$ cat src/rtl/prog_lut_pkg.sv
`default_nettype none
// ============================================================================
// Module   : prog_lut_pkg
// Purpose  : Shared types and default branch-target table for prog_target_lut.
// Revision : 1.0 - initial release
// ============================================================================
package prog_lut_pkg;

  typedef enum logic [0:0] {
    INIT = 1'b0,
    RUN  = 1'b1
  } lut_state_e;

  localparam int DEFAULT_COUNT = 6;

  // Default table value for entry idx, masked to data_w bits (LSBs kept).
  function automatic logic [31:0] default_target(input int unsigned idx,
                                                 input int unsigned data_w);
    logic [31:0] v;
    case (idx)
      0:       v = 32'h8E;
      1:       v = 32'h6D;
      2:       v = 32'h5B;
      3:       v = 32'h05;
      4:       v = 32'h17;
      5:       v = 32'h01;
      default: v = 32'h00;
    endcase
    if (data_w < 32) begin
      v = v & ((32'h1 << data_w) - 32'h1);
    end
    return v;
  endfunction

endpackage
`default_nettype wire

$ cat src/rtl/prog_target_lut_if.sv
`default_nettype none
// ============================================================================
// Module   : prog_target_lut_if
// Purpose  : Read/write/status bundle between fetch and the target table.
//            par_err exists only when LUT_PARITY_EN is defined.
// Revision : 1.0 - initial release
// ============================================================================
interface prog_target_lut_if #(
  parameter int DATA_W = 8,
  parameter int ADDR_W = 3
);
  logic              rd_en;
  logic [ADDR_W-1:0] rd_addr;
  logic              rd_valid;
  logic [DATA_W-1:0] rd_target;
  logic              wr_valid;
  logic              wr_ready;
  logic [ADDR_W-1:0] wr_addr;
  logic [DATA_W-1:0] wr_data;
  logic              init_busy;
  logic              addr_err;
`ifdef LUT_PARITY_EN
  logic              par_err;

  modport master (
    output rd_en, rd_addr, wr_valid, wr_addr, wr_data,
    input  rd_valid, rd_target, wr_ready, init_busy, addr_err, par_err
  );
  modport slave (
    input  rd_en, rd_addr, wr_valid, wr_addr, wr_data,
    output rd_valid, rd_target, wr_ready, init_busy, addr_err, par_err
  );
`else
  modport master (
    output rd_en, rd_addr, wr_valid, wr_addr, wr_data,
    input  rd_valid, rd_target, wr_ready, init_busy, addr_err
  );
  modport slave (
    input  rd_en, rd_addr, wr_valid, wr_addr, wr_data,
    output rd_valid, rd_target, wr_ready, init_busy, addr_err
  );
`endif
endinterface
`default_nettype wire

$ cat src/rtl/prog_lut_init_seq.sv
`default_nettype none
// ============================================================================
// Module   : prog_lut_init_seq
// Purpose  : INIT/RUN sequencer; loads the default table one entry per cycle.
// Revision : 1.0 - initial release
// ============================================================================
module prog_lut_init_seq
  import prog_lut_pkg::*;
#(
  parameter int DATA_W = 8,
  parameter int ADDR_W = 3,
  parameter int DEPTH  = 8
) (
  input  logic              clk,
  input  logic              rst_n,
  output logic              init_busy,
  output logic              init_we,
  output logic [ADDR_W-1:0] init_addr,
  output logic [DATA_W-1:0] init_data
);

  localparam logic [ADDR_W-1:0] C_LAST = ADDR_W'(DEPTH - 1);

  lut_state_e        r_state, w_state_nxt;
  logic [ADDR_W-1:0] r_idx, w_idx_nxt;
  logic [31:0]       w_def;

  always_ff @(posedge clk) begin
    if (!rst_n) begin
      r_state <= INIT;
      r_idx   <= '0;
    end else begin
      r_state <= w_state_nxt;
      r_idx   <= w_idx_nxt;
    end
  end

  always_comb begin
    w_state_nxt = r_state;
    w_idx_nxt   = r_idx;
    init_busy   = 1'b0;
    init_we     = 1'b0;
    case (r_state)
      INIT: begin
        init_busy = 1'b1;
        init_we   = 1'b1;
        if (r_idx == C_LAST) begin
          w_state_nxt = RUN;
          w_idx_nxt   = '0;
        end else begin
          w_idx_nxt = r_idx + 1'b1;
        end
      end
      RUN: begin
        w_state_nxt = RUN;
      end
      default: begin
        w_state_nxt = INIT;
        w_idx_nxt   = '0;
      end
    endcase
  end

  assign init_addr = r_idx;
  assign w_def     = default_target(32'(r_idx), 32'(DATA_W));

  if (DATA_W <= 32) begin : g_trunc
    logic w_unused_def;
    assign w_unused_def = ^w_def;
    assign init_data    = w_def[DATA_W-1:0];
  end else begin : g_zext
    assign init_data = {{(DATA_W-32){1'b0}}, w_def};
  end

endmodule
`default_nettype wire

$ cat src/rtl/prog_target_lut.sv
`default_nettype none
// ============================================================================
// Module   : prog_target_lut
// Purpose  : Run-time writable branch/jump target table, 1-cycle read latency,
//            write-first bypass. Optional even parity via LUT_PARITY_EN.
// Revision : 1.0 - initial release
// ============================================================================
module prog_target_lut
  import prog_lut_pkg::*;
#(
  parameter int DATA_W = 8,
  parameter int ADDR_W = 3,
  parameter int DEPTH  = 8
) (
  input  logic             clk,
  input  logic             rst_n,
  prog_target_lut_if.slave bus
);

`ifdef LUT_PARITY_EN
  localparam int MEM_W = DATA_W + 1;
`else
  localparam int MEM_W = DATA_W;
`endif
  localparam logic [ADDR_W:0] C_DEPTH = (ADDR_W + 1)'(DEPTH);

  logic              w_init_busy, w_init_we;
  logic [ADDR_W-1:0] w_init_addr;
  logic [DATA_W-1:0] w_init_data;

  logic [MEM_W-1:0]  r_mem [DEPTH];
  logic [MEM_W-1:0]  w_rd_word;
  logic [DATA_W-1:0] w_rd_data;
  logic              w_wr_ready, w_wr_fire, w_rd_fire;
  logic              w_wr_inr, w_rd_inr, w_bypass;

  logic              r_rd_valid, r_addr_err;
  logic [DATA_W-1:0] r_rd_target;

  prog_lut_init_seq #(
    .DATA_W (DATA_W),
    .ADDR_W (ADDR_W),
    .DEPTH  (DEPTH)
  ) u_init_seq (
    .clk       (clk),
    .rst_n     (rst_n),
    .init_busy (w_init_busy),
    .init_we   (w_init_we),
    .init_addr (w_init_addr),
    .init_data (w_init_data)
  );

  function automatic logic [MEM_W-1:0] pack_word(input logic [DATA_W-1:0] d);
`ifdef LUT_PARITY_EN
    return {^d, d};
`else
    return d;
`endif
  endfunction

  // Requests are only honoured in RUN and never while reset is asserted.
  assign w_wr_ready = ~w_init_busy;
  assign w_wr_fire  = rst_n & bus.wr_valid & w_wr_ready;
  assign w_rd_fire  = rst_n & bus.rd_en & ~w_init_busy;
  assign w_wr_inr   = {1'b0, bus.wr_addr} < C_DEPTH;
  assign w_rd_inr   = {1'b0, bus.rd_addr} < C_DEPTH;
  assign w_bypass   = w_wr_fire & w_wr_inr & (bus.wr_addr == bus.rd_addr);
  assign w_rd_word  = r_mem[bus.rd_addr];

  always_ff @(posedge clk) begin
    if (rst_n && w_init_we) begin
      r_mem[w_init_addr] <= pack_word(w_init_data);
    end else if (w_wr_fire && w_wr_inr) begin
      r_mem[bus.wr_addr] <= pack_word(bus.wr_data);
    end
  end

  always_comb begin
    w_rd_data = '0;
    if (w_rd_inr) begin
      w_rd_data = w_bypass ? bus.wr_data : w_rd_word[DATA_W-1:0];
    end
  end

  always_ff @(posedge clk) begin
    if (!rst_n) begin
      r_rd_valid  <= 1'b0;
      r_rd_target <= '0;
      r_addr_err  <= 1'b0;
    end else begin
      r_rd_valid <= w_rd_fire;
      r_addr_err <= (w_rd_fire & ~w_rd_inr) | (w_wr_fire & ~w_wr_inr);
      if (w_rd_fire) begin
        r_rd_target <= w_rd_data;
      end
    end
  end

`ifdef LUT_PARITY_EN
  logic r_par_err;

  // Bypassed data is fresh, so only stored words are checked.
  always_ff @(posedge clk) begin
    if (!rst_n) begin
      r_par_err <= 1'b0;
    end else begin
      r_par_err <= w_rd_fire & w_rd_inr & ~w_bypass & (^w_rd_word);
    end
  end

  assign bus.par_err = r_par_err;
`endif

  assign bus.rd_valid  = r_rd_valid;
  assign bus.rd_target = r_rd_target;
  assign bus.wr_ready  = w_wr_ready;
  assign bus.init_busy = w_init_busy;
  assign bus.addr_err  = r_addr_err;

endmodule
`default_nettype wire

$ cat src/flat_wrapper.sv
// flat-port wrapper written by rule: the top's interface ports become plain ports
module prog_target_lut_flat import prog_lut_pkg::*;
#(
  parameter int DATA_W = 8,
  parameter int ADDR_W = 3,
  parameter int DEPTH  = 8
)
  (clk, rst_n, bus_rd_en, bus_rd_addr, bus_wr_valid, bus_wr_addr, bus_wr_data, bus_rd_valid, bus_rd_target, bus_wr_ready, bus_init_busy, bus_addr_err);
  prog_target_lut_if #(.DATA_W(DATA_W), .ADDR_W(ADDR_W)) bus_i ();
  input  logic clk;
  input  logic rst_n;
  input wire logic [$bits(bus_i.rd_en)-1:0] bus_rd_en;
  input wire logic [$bits(bus_i.rd_addr)-1:0] bus_rd_addr;
  input wire logic [$bits(bus_i.wr_valid)-1:0] bus_wr_valid;
  input wire logic [$bits(bus_i.wr_addr)-1:0] bus_wr_addr;
  input wire logic [$bits(bus_i.wr_data)-1:0] bus_wr_data;
  output wire logic [$bits(bus_i.rd_valid)-1:0] bus_rd_valid;
  output wire logic [$bits(bus_i.rd_target)-1:0] bus_rd_target;
  output wire logic [$bits(bus_i.wr_ready)-1:0] bus_wr_ready;
  output wire logic [$bits(bus_i.init_busy)-1:0] bus_init_busy;
  output wire logic [$bits(bus_i.addr_err)-1:0] bus_addr_err;
  assign bus_i.rd_en = bus_rd_en;
  assign bus_i.rd_addr = bus_rd_addr;
  assign bus_i.wr_valid = bus_wr_valid;
  assign bus_i.wr_addr = bus_wr_addr;
  assign bus_i.wr_data = bus_wr_data;
  assign bus_rd_valid = bus_i.rd_valid;
  assign bus_rd_target = bus_i.rd_target;
  assign bus_wr_ready = bus_i.wr_ready;
  assign bus_init_busy = bus_i.init_busy;
  assign bus_addr_err = bus_i.addr_err;
  prog_target_lut #(.DATA_W(DATA_W), .ADDR_W(ADDR_W), .DEPTH(DEPTH)) u_core (.clk(clk), .rst_n(rst_n), .bus(bus_i));
endmodule
$ cat config.mk
export PLATFORM = sky130hd
export DESIGN_NAME = prog_target_lut_flat
export DESIGN_NICKNAME = d
export VERILOG_FILES = /design/src/rtl/prog_lut_pkg.sv /design/src/rtl/prog_target_lut_if.sv /design/src/rtl/prog_lut_init_seq.sv /design/src/rtl/prog_target_lut.sv /design/src/flat_wrapper.sv
export SDC_FILE = /design/constraint.sdc
export NUM_CORES = 1
export LEC_CHECK = 0
export BUFFER_PORTS_ARGS = -buffer_cell sky130_fd_sc_hd__buf_2
export CAP_MARGIN = 25
export CELL_PAD_IN_SITES_DETAIL_PLACEMENT = 1
export CELL_PAD_IN_SITES_GLOBAL_PLACEMENT = 1
export CORE_MARGIN = 3
export CORE_UTILIZATION = 35
export CTS_CLUSTER_DIAMETER = 60
export DETAILED_ROUTE_END_ITERATION = 16
export GPL_ROUTABILITY_DRIVEN = 0
export GPL_TIMING_DRIVEN = 0
export PLACE_DENSITY_LB_ADDON = 0.25
export SYNTH_ARGS = -nofsm -noshare
export SYNTH_HDL_FRONTEND = slang
export SYNTH_HIERARCHICAL = 1
export SYNTH_SLANG_ARGS = --single-unit
$ cat constraint.sdc
create_clock -name clk -period 2.35 [get_ports clk]
set_clock_uncertainty 0.05 [all_clocks]
set_input_delay 0.1175 -clock clk [delete_from_list [all_inputs] [get_ports clk]]
set_output_delay 0.1175 -clock clk [all_outputs]
set_load 0.02 [all_outputs]
==> results of run 1 <==
[repair_timing]
action                     CTS  global route
setup endpoints to repair   96            68
resized for setup           22             5
hold endpoints to repair     9             0
buffers inserted             6             5
pin swaps                    6             0
hold buffers                 9             0
[worst max-delay path by stage]
stage	to	slack (ns)
after detailed placement	u_core/r_mem[2][5]	-0.89
after CTS	u_core/r_mem[0][2]	0.002
after global routing	u_core/r_mem[0][2]	-0.01
after global placement	u_core/r_mem[6][5]	-0.85
final	u_core/r_mem[0][3]	0.09
after floorplan	u_core/r_mem[2][0]	-0.09
[cells in the final DEF, fill, tap and decap left out, types with 3 or more instances in the layout]
cell / count
mux4_2: 4
buf_12: 6
dlygate4sd3_1: 9
dfxtp_1: 12
mux4_1: 12
edfxtp_1: 64
clkbuf_1: 3
mux2_2: 16
and3_1: 8
a221o_1: 8
buf_4: 9
xor2_1: 3
buf_2: 26
inv_1: 7
nor2_1: 5
nand3b_1: 3
ha_1: 6
clkbuf_8: 9
buf_6: 5
nor2_4: 7
nand2_1: 4
[routing by layer]
| metal | global-route usage | vias to the layer above |
|---|---|---|
| met1 | 0.198 | 1067 |
| met5 | 0 | - |
| met4 | 0.0459 | 0 |
| li1 | - | 922 |
| met3 | 0.0389 | 6 |
| met2 | 0.267 | 33 |
[per-stage QoR]
step	setup TNS (ns)	setup slack (ns)
after floorplan	-4.77	-0.0854
after global placement	-54.47	-0.853
after detailed placement	-56.86	-0.885
after CTS	0	0.00215
after global routing	-0.0228	-0.00978
final	0	0.0908
[power breakdown]
| part | switching [mW] | internal, mW |
|---|---|---|
| registers | 0.0197 | 1.56 |
| logic | 0.183 | 0.154 |
| clock network | 0.505 | 0.503 |
| total | 0.707 | 2.22 |
[kinds of logic after synthesis]
| logic type | synth area share |
|---|---|
| flip-flops | 0.638 |
| AND/OR/NAND/NOR | 0.0706 |
| multiplexers | 0.181 |
| buffers and inverters | 0.0362 |
| AO/OA/AOI/OAI | 0.0432 |
| adder cells (fa/ha/maj) | 0.0219 |
| XOR/XNOR | 0.00768 |
| other | 0.00110 |
[cell type report]
class	instances	area [um2]	share of cell area
Inverter	8	33.8	0.00793
Clock inverter	6	71.3	0.0167
Multi-Input combinational cell	106	1190	0.279
Sequential cell	77	2190	0.513
Tap cell	129	161	0.0379
Clock buffer	10	128	0.0300
Buffer	12	108	0.0253
Timing Repair Buffer	47	383	0.0899
[sequential cells by signal, summed over array words and instances, names as in the netlist]
signal,cells
u_core/r_mem,64
u_core/bus.rd_target,8
u_core/u_init_seq/init_addr,3
u_core/bus.rd_valid,1
u_core/u_init_seq/r_state,1
[worst register-to-register path, delay by kind of cell, from the launching register on]
| kind | cells | cell delay (ns) |
|---|---|---|
| and+or+nand+nor | 3 | 0.41 |
| AOI/OAI and AO/OA | 1 | 0.32 |
| buffers and inverters | 5 | 0.86 |
| DFF | 1 | 0.40 |
==> results by group, run 1 <==
Setup path
  – Element type at the critical path end: register
  – Slowest stage cell, crit path: dfxtp_4
  – Largest incremental delay on the critical path: 0.40 ns
  – Worst endpoint data arrival time: 2.31 ns
  – Worst reg2reg path depth: 9
  – Crit path depth: 9
  – Setup slack, reg-to-reg: 0.09 ns
  – Crit path max-delay family: buffers and inverters
  – Cell-by-cell listing of the critical path: clkinvlp_4, buf_4, nor4bb_2, buf_4, buf_8, nor3_1, a31oi_2, nor2_4, buf_12
  – Reg2reg start: u_core/u_init_seq/r_state
  – Critical Path Start: u_core/u_init_seq/r_state
  – Count of buffering cells on the critical path with inverters included: 5
  – Reg-to-Reg End: u_core/r_mem[0][3]
  – Maximum net fanout on the critical path: 10
  – Worst path required time: 2.41 ns
  – Type of element launching the critical path: register
  – Crit-path most repeated cell: buf_4
  – CP Class: reg -> reg

Synth
  – Top cells by count, synth: edfxtp_1, mux2_2, dfxtp_1, nor2_1, mux4_1
  – Number of synthesized register bits: 77
  – Post-synth net total: 227
  – Count of flip-flops with a built-in enable after synthesis: 64
  – Mapped Cells: 203
  – Top cells by area, synth: edfxtp_1, mux4_1, dfxtp_1, mux2_2, mux4_2
  – Most frequent cell after synthesis: edfxtp_1
  – Most used flip-flop cell after synthesis: edfxtp_1
  – Count of cell types in the netlist: 38
  – Seq/Total Area, Yosys: 0.638
  – Summed instance area of the synthesized netlist: 3420 um2
  – Post-Syn Area per Cell: 16.9 um2
  – Top cell type by total area after synthesis: edfxtp_1
  – Synth top area share: 0.562
  – Asr flop ratio synth: 0
  – Ys Warns: 6

Final layout
  – Share of final-layout standard cells stronger than drive strength 1: 0.365
  – Number of inserted filler cells in the final layout: 952
  – Filler-free cell count of the finished design: 395
  – Utilization after layout: 0.454
  – Post-route cell area: 4260 um2
  – Synth-to-Final Area Change: 24.5%
  – Ant. Diodes: 0
  – Number of nets in the finished design: 285

Detailed routing
  – Max layer used: met4
  – Via density per instance: 5.13
  – Post-DRT Antenna Nets: 0
  – DRC marker count from the first detailed-route iteration: 118
  – Post-DR wirelength/cell: 20.9 um
  – Via count of the routed design: 2028
  – Number of iterations in the first detailed-routing pass: 4
  – DRC violation count after routing: 0
  – Overall routed net length: 8270 um
  – Routed length on met3: 202 um
  – Detailed-routing wirelength on met1: 3740 um
  – Routed wire length on met2: 4220 um

Clock tree
  – Clock transition at the registers of the reported paths: 0.09 ns
  – CTS tree: done
  – Largest buffer count on any clock path: 2
  – Cts bufs inserted: 9
  – Depth of the CTS H-tree: 3
  – Clock latency on the worst-skew pair: 0.35 ns
  – Clock sink count: 77
  – Root buffer cell: clkbuf_8

Global route
  – Congestion Overflow GR: 0
  – Number of antenna violations at the first check in global routing: 0
  – First-pass GRT wire length: 12600 um
  – Vias in the first global route: 2114
  – GRT Overall Usage: 0.157
  – Largest net degree at the start of global routing: 15

Timing
  – Fin. max-slew vios: 0
  – Final clock period utilization by the worst path: 0.961
  – Final-report setup violation count: 0
  – Max transition margin: 0.414
  – Maximum achievable frequency: 0.443 GHz
  – Fin Hold WS: 0.185 ns
  – Crit path time final: 2.26 ns
  – Number of endpoints with negative hold slack in the final report: 0
  – Worst-margin pin slew: 0.876 ns

Status
  – Outcome: finished, final reports clean

Pwr
  – Power density cells: 688 nW/um2
  – Static leakage power: 1.58 nW
  – Highest ir drop seen on vdd: 0.337 mV
  – Power after layout: 2.93 mW

Run
  – # Max-Cap Violations: 0

Floorplanning
  – Starting utilization of the core area: 0.365
  – Total I/O pin count: 30
  – Width of the die: 105 um
  – Total Die Area: 11000 um2
  – Chip Height: 105 um
  – Standard cell core area: 9370 um2
  – FP Rows: 35

Min path
  – Number of cells traversed by the worst hold path: 3
  – Class of the tightest hold or removal check: in -> reg
  – Worst min-delay path startpoint: bus_rd_addr[1]
  – Endpoint, Worst Hold: u_core/bus.rd_target[0]

Placed design
  – Placed Cells incl. Taps: 359
  – Placed Area: 3730 um2
  – Port Buffer Count: 25
  – Final HPWL DP: 5280 um
Power figures use the tool's default switching activity.
==> run 2: changes to the inputs <==
- clock period: 2.35 -> 2.77 ns (I/O delays scaled with it)
==> results by group, run 2 (synthesized netlist as in run 1, its figures left out) <==
Detailed routing
  – Number of iterations in the first detailed-routing pass: 4 (unchanged)
  – Overall routed net length: 7970 um (-3.7%)
  – Routed length on met3: 248 um (+23%)
  – Detailed-routing wirelength on met1: 3660 um (-2.1%)
  – DRC marker count from the first detailed-route iteration: 118 (unchanged)
  – Routed wire length on met2: 4040 um (-4.3%)
  – Max layer used: met4
  – Post-DRT Antenna Nets: 0 (unchanged)
  – Via density per instance: 4.99 (-2.8%)
  – DRC violation count after routing: 0 (unchanged)
  – Via count of the routed design: 1907 (-6.0%)
  – Post-DR wirelength/cell: 20.9 um (-0.38%)

Min path
  – Class of the tightest hold or removal check: in -> reg

Final layout
  – Filler-free cell count of the finished design: 382 (-3.3%)
  – Ant. Diodes: 0 (unchanged)
  – Share of final-layout standard cells stronger than drive strength 1: 0.320 (-0.0445)
  – Most frequent standard cell in the layout excluding fill and tap cells: edfxtp_1
  – Max FFs per register: 64 (unchanged)
  – Highest-count cells in the layout ignoring fill and taps: edfxtp_1, buf_2, mux2_2, dfxtp_1, mux4_1
  – Number of nets in the finished design: 272 (-4.6%)
  – Synth-to-Final Area Change: 18.4%
  – Biggest register: u_core/r_mem

Clock tree
  – Depth of the CTS H-tree: 3 (unchanged)
  – Largest buffer count on any clock path: 2 (unchanged)
  – Root buffer cell: clkbuf_8
  – Cts bufs inserted: 9 (unchanged)
  – Setup fix buffers added after clock tree synthesis: 0 (-6)
  – Clock sink count: 77 (unchanged)
  – Clock latency on the worst-skew pair: 0.35 ns (about the same)
  – CTS tree: done
  – Clock transition at the registers of the reported paths: 0.09 ns (about the same)

Global route
  – GRT Overall Usage: 0.152 (-0.00450)
  – Congestion Overflow GR: 0 (unchanged)
  – Largest net degree at the start of global routing: 17 (+2)
  – First-pass GRT wire length: 12200 um (-2.9%)
  – Number of antenna violations at the first check in global routing: 0 (unchanged)
  – Vias in the first global route: 2017 (-4.6%)

Timing
  – Crit path time final: 2.53 ns (+0.269 ns)
  – Fin. max-slew vios: 0 (unchanged)
  – Max transition margin: 0.401 (-0.0129)
  – Number of endpoints with negative hold slack in the final report: 0 (unchanged)
  – Maximum achievable frequency: 0.396 GHz (-11%)
  – Setup repair after global routing missed its margin: false
  – Worst setup margin: 0.242 ns (+0.151 ns)
  – Fin Hold WS: 0.0258 ns (-0.159 ns)
  – Worst-margin pin slew: 0.895 ns (+0.0193 ns)
  – Final clock period utilization by the worst path: 0.913 (-0.0486)
  – Final-report setup violation count: 0 (unchanged)
  – Sum Neg Setup Slack: 0 ns (unchanged)

Floorplanning
  – Width of the die: 105 um (unchanged)
  – FP Rows: 35 (unchanged)
  – Total I/O pin count: 30 (unchanged)
  – Standard cell core area: 9370 um2 (unchanged)
  – Starting utilization of the core area: 0.365 (unchanged)
  – Chip Height: 105 um (unchanged)
  – Total Die Area: 11000 um2 (unchanged)

Setup path
  – Type of element launching the critical path: register
  – Slowest stage cell, crit path: dfxtp_1
  – Maximum net fanout on the critical path: 16 (+6)
  – Largest incremental delay on the critical path: 0.44 ns (+0.04 ns)
  – Worst path required time: 2.77 ns (+0.36 ns)
  – Crit path max-delay family: buffers and inverters
  – CP Class: reg -> reg
  – Count of buffering cells on the critical path with inverters included: 4 (-1)
  – Worst endpoint data arrival time: 2.53 ns (+0.22 ns)
  – Cell-by-cell listing of the critical path: inv_1, buf_4, nor4bb_1, buf_2, a31oi_1, nor2_2, buf_6
  – Element type at the critical path end: register

Pwr
  – Power density cells: 608 nW/um2 (-12%)
  – Static leakage power: 1.50 nW (-5.4%)
  – Highest ir drop seen on vdd: 0.286 mV (-15%)

Status
  – Outcome: finished, final reports clean

Placed design
  – Placed Cells incl. Taps: 359 (unchanged)
  – Final HPWL DP: 5280 um (unchanged)
  – Port Buffer Count: 25 (unchanged)
  – Worst setup slack after placement: -0.465 ns (+0.420 ns)

Run
  – # Max-Cap Violations: 0 (unchanged)
[run 2: cell count changes in the layout (fill, tap and decap cells not counted), moves of 2 or more]
cell | before | now
a31oi_1 | 2 | 4
a31oi_2 | 2 | 0
buf_12 | 6 | 1
buf_2 | 26 | 28
buf_4 | 9 | 2
dlygate4sd3_1 | 9 | 7
[run 2: report_power, final]
group	leakage (nW)	internal [mW]	switching, mW	total [mW]
combinational	0.713	0.115	0.149	0.263
clock	0.100	0.427	0.428	0.855
sequential	0.685	1.33	0.0166	1.34
total	1.50	1.87	0.594	2.46
[run 2: layout make-up]
cell class | instances | area, um2
inverter | 8 | 30.0
buffer | 11 | 90.1
multi-input combinational | 106 | 1160
tap | 129 | 161
fill | 969 | 5320
clock buffer | 10 | 128
clock inverter | 6 | 71.3
sequential | 77 | 2180
timing repair buffer | 35 | 223
[run 2: per-stage QoR]
step | power (mW) | instance area (um2) | util
3_5_place_dp | 1.62 | 3730 | 0.398
4_1_cts | 2.51 | 4050 | 0.432
2_1_floorplan | 1.53 | 3420 | -
3_3_place_gp | 1.61 | 3710 | 0.396
6_report | 2.46 | 4050 | 0.432
5_1_grt | 2.57 | 4050 | 0.432
[run 2: path summary, 6_finish.rpt]
kind,start,endpoint,slack (ns),cells past startpoint
setup / recovery,u_core/u_init_seq/r_state,u_core/r_mem[6][0],0.24,7
hold / removal,bus_wr_data[7],u_core/bus.rd_target[7],0.03,2
setup reg to reg,u_core/u_init_seq/r_state,u_core/r_mem[6][0],0.24,7
hold reg to reg,u_core/u_init_seq/r_state,u_core/u_init_seq/init_addr[0],0.49,2
[run 2: timing repair]
item,4_1_cts,5_1_grt
endpoints found under the hold margin,7,0
gates resized for setup,14,0
hold buffers,7,0
setup endpoints to repair,64,0
[run 2: per-layer routing]
layer	global-route usage	vias to the layer above
met2	0.257	28
li1	-	895
met1	0.199	982
met3	0.0383	2
met4	0.0337	0
met5	0	-
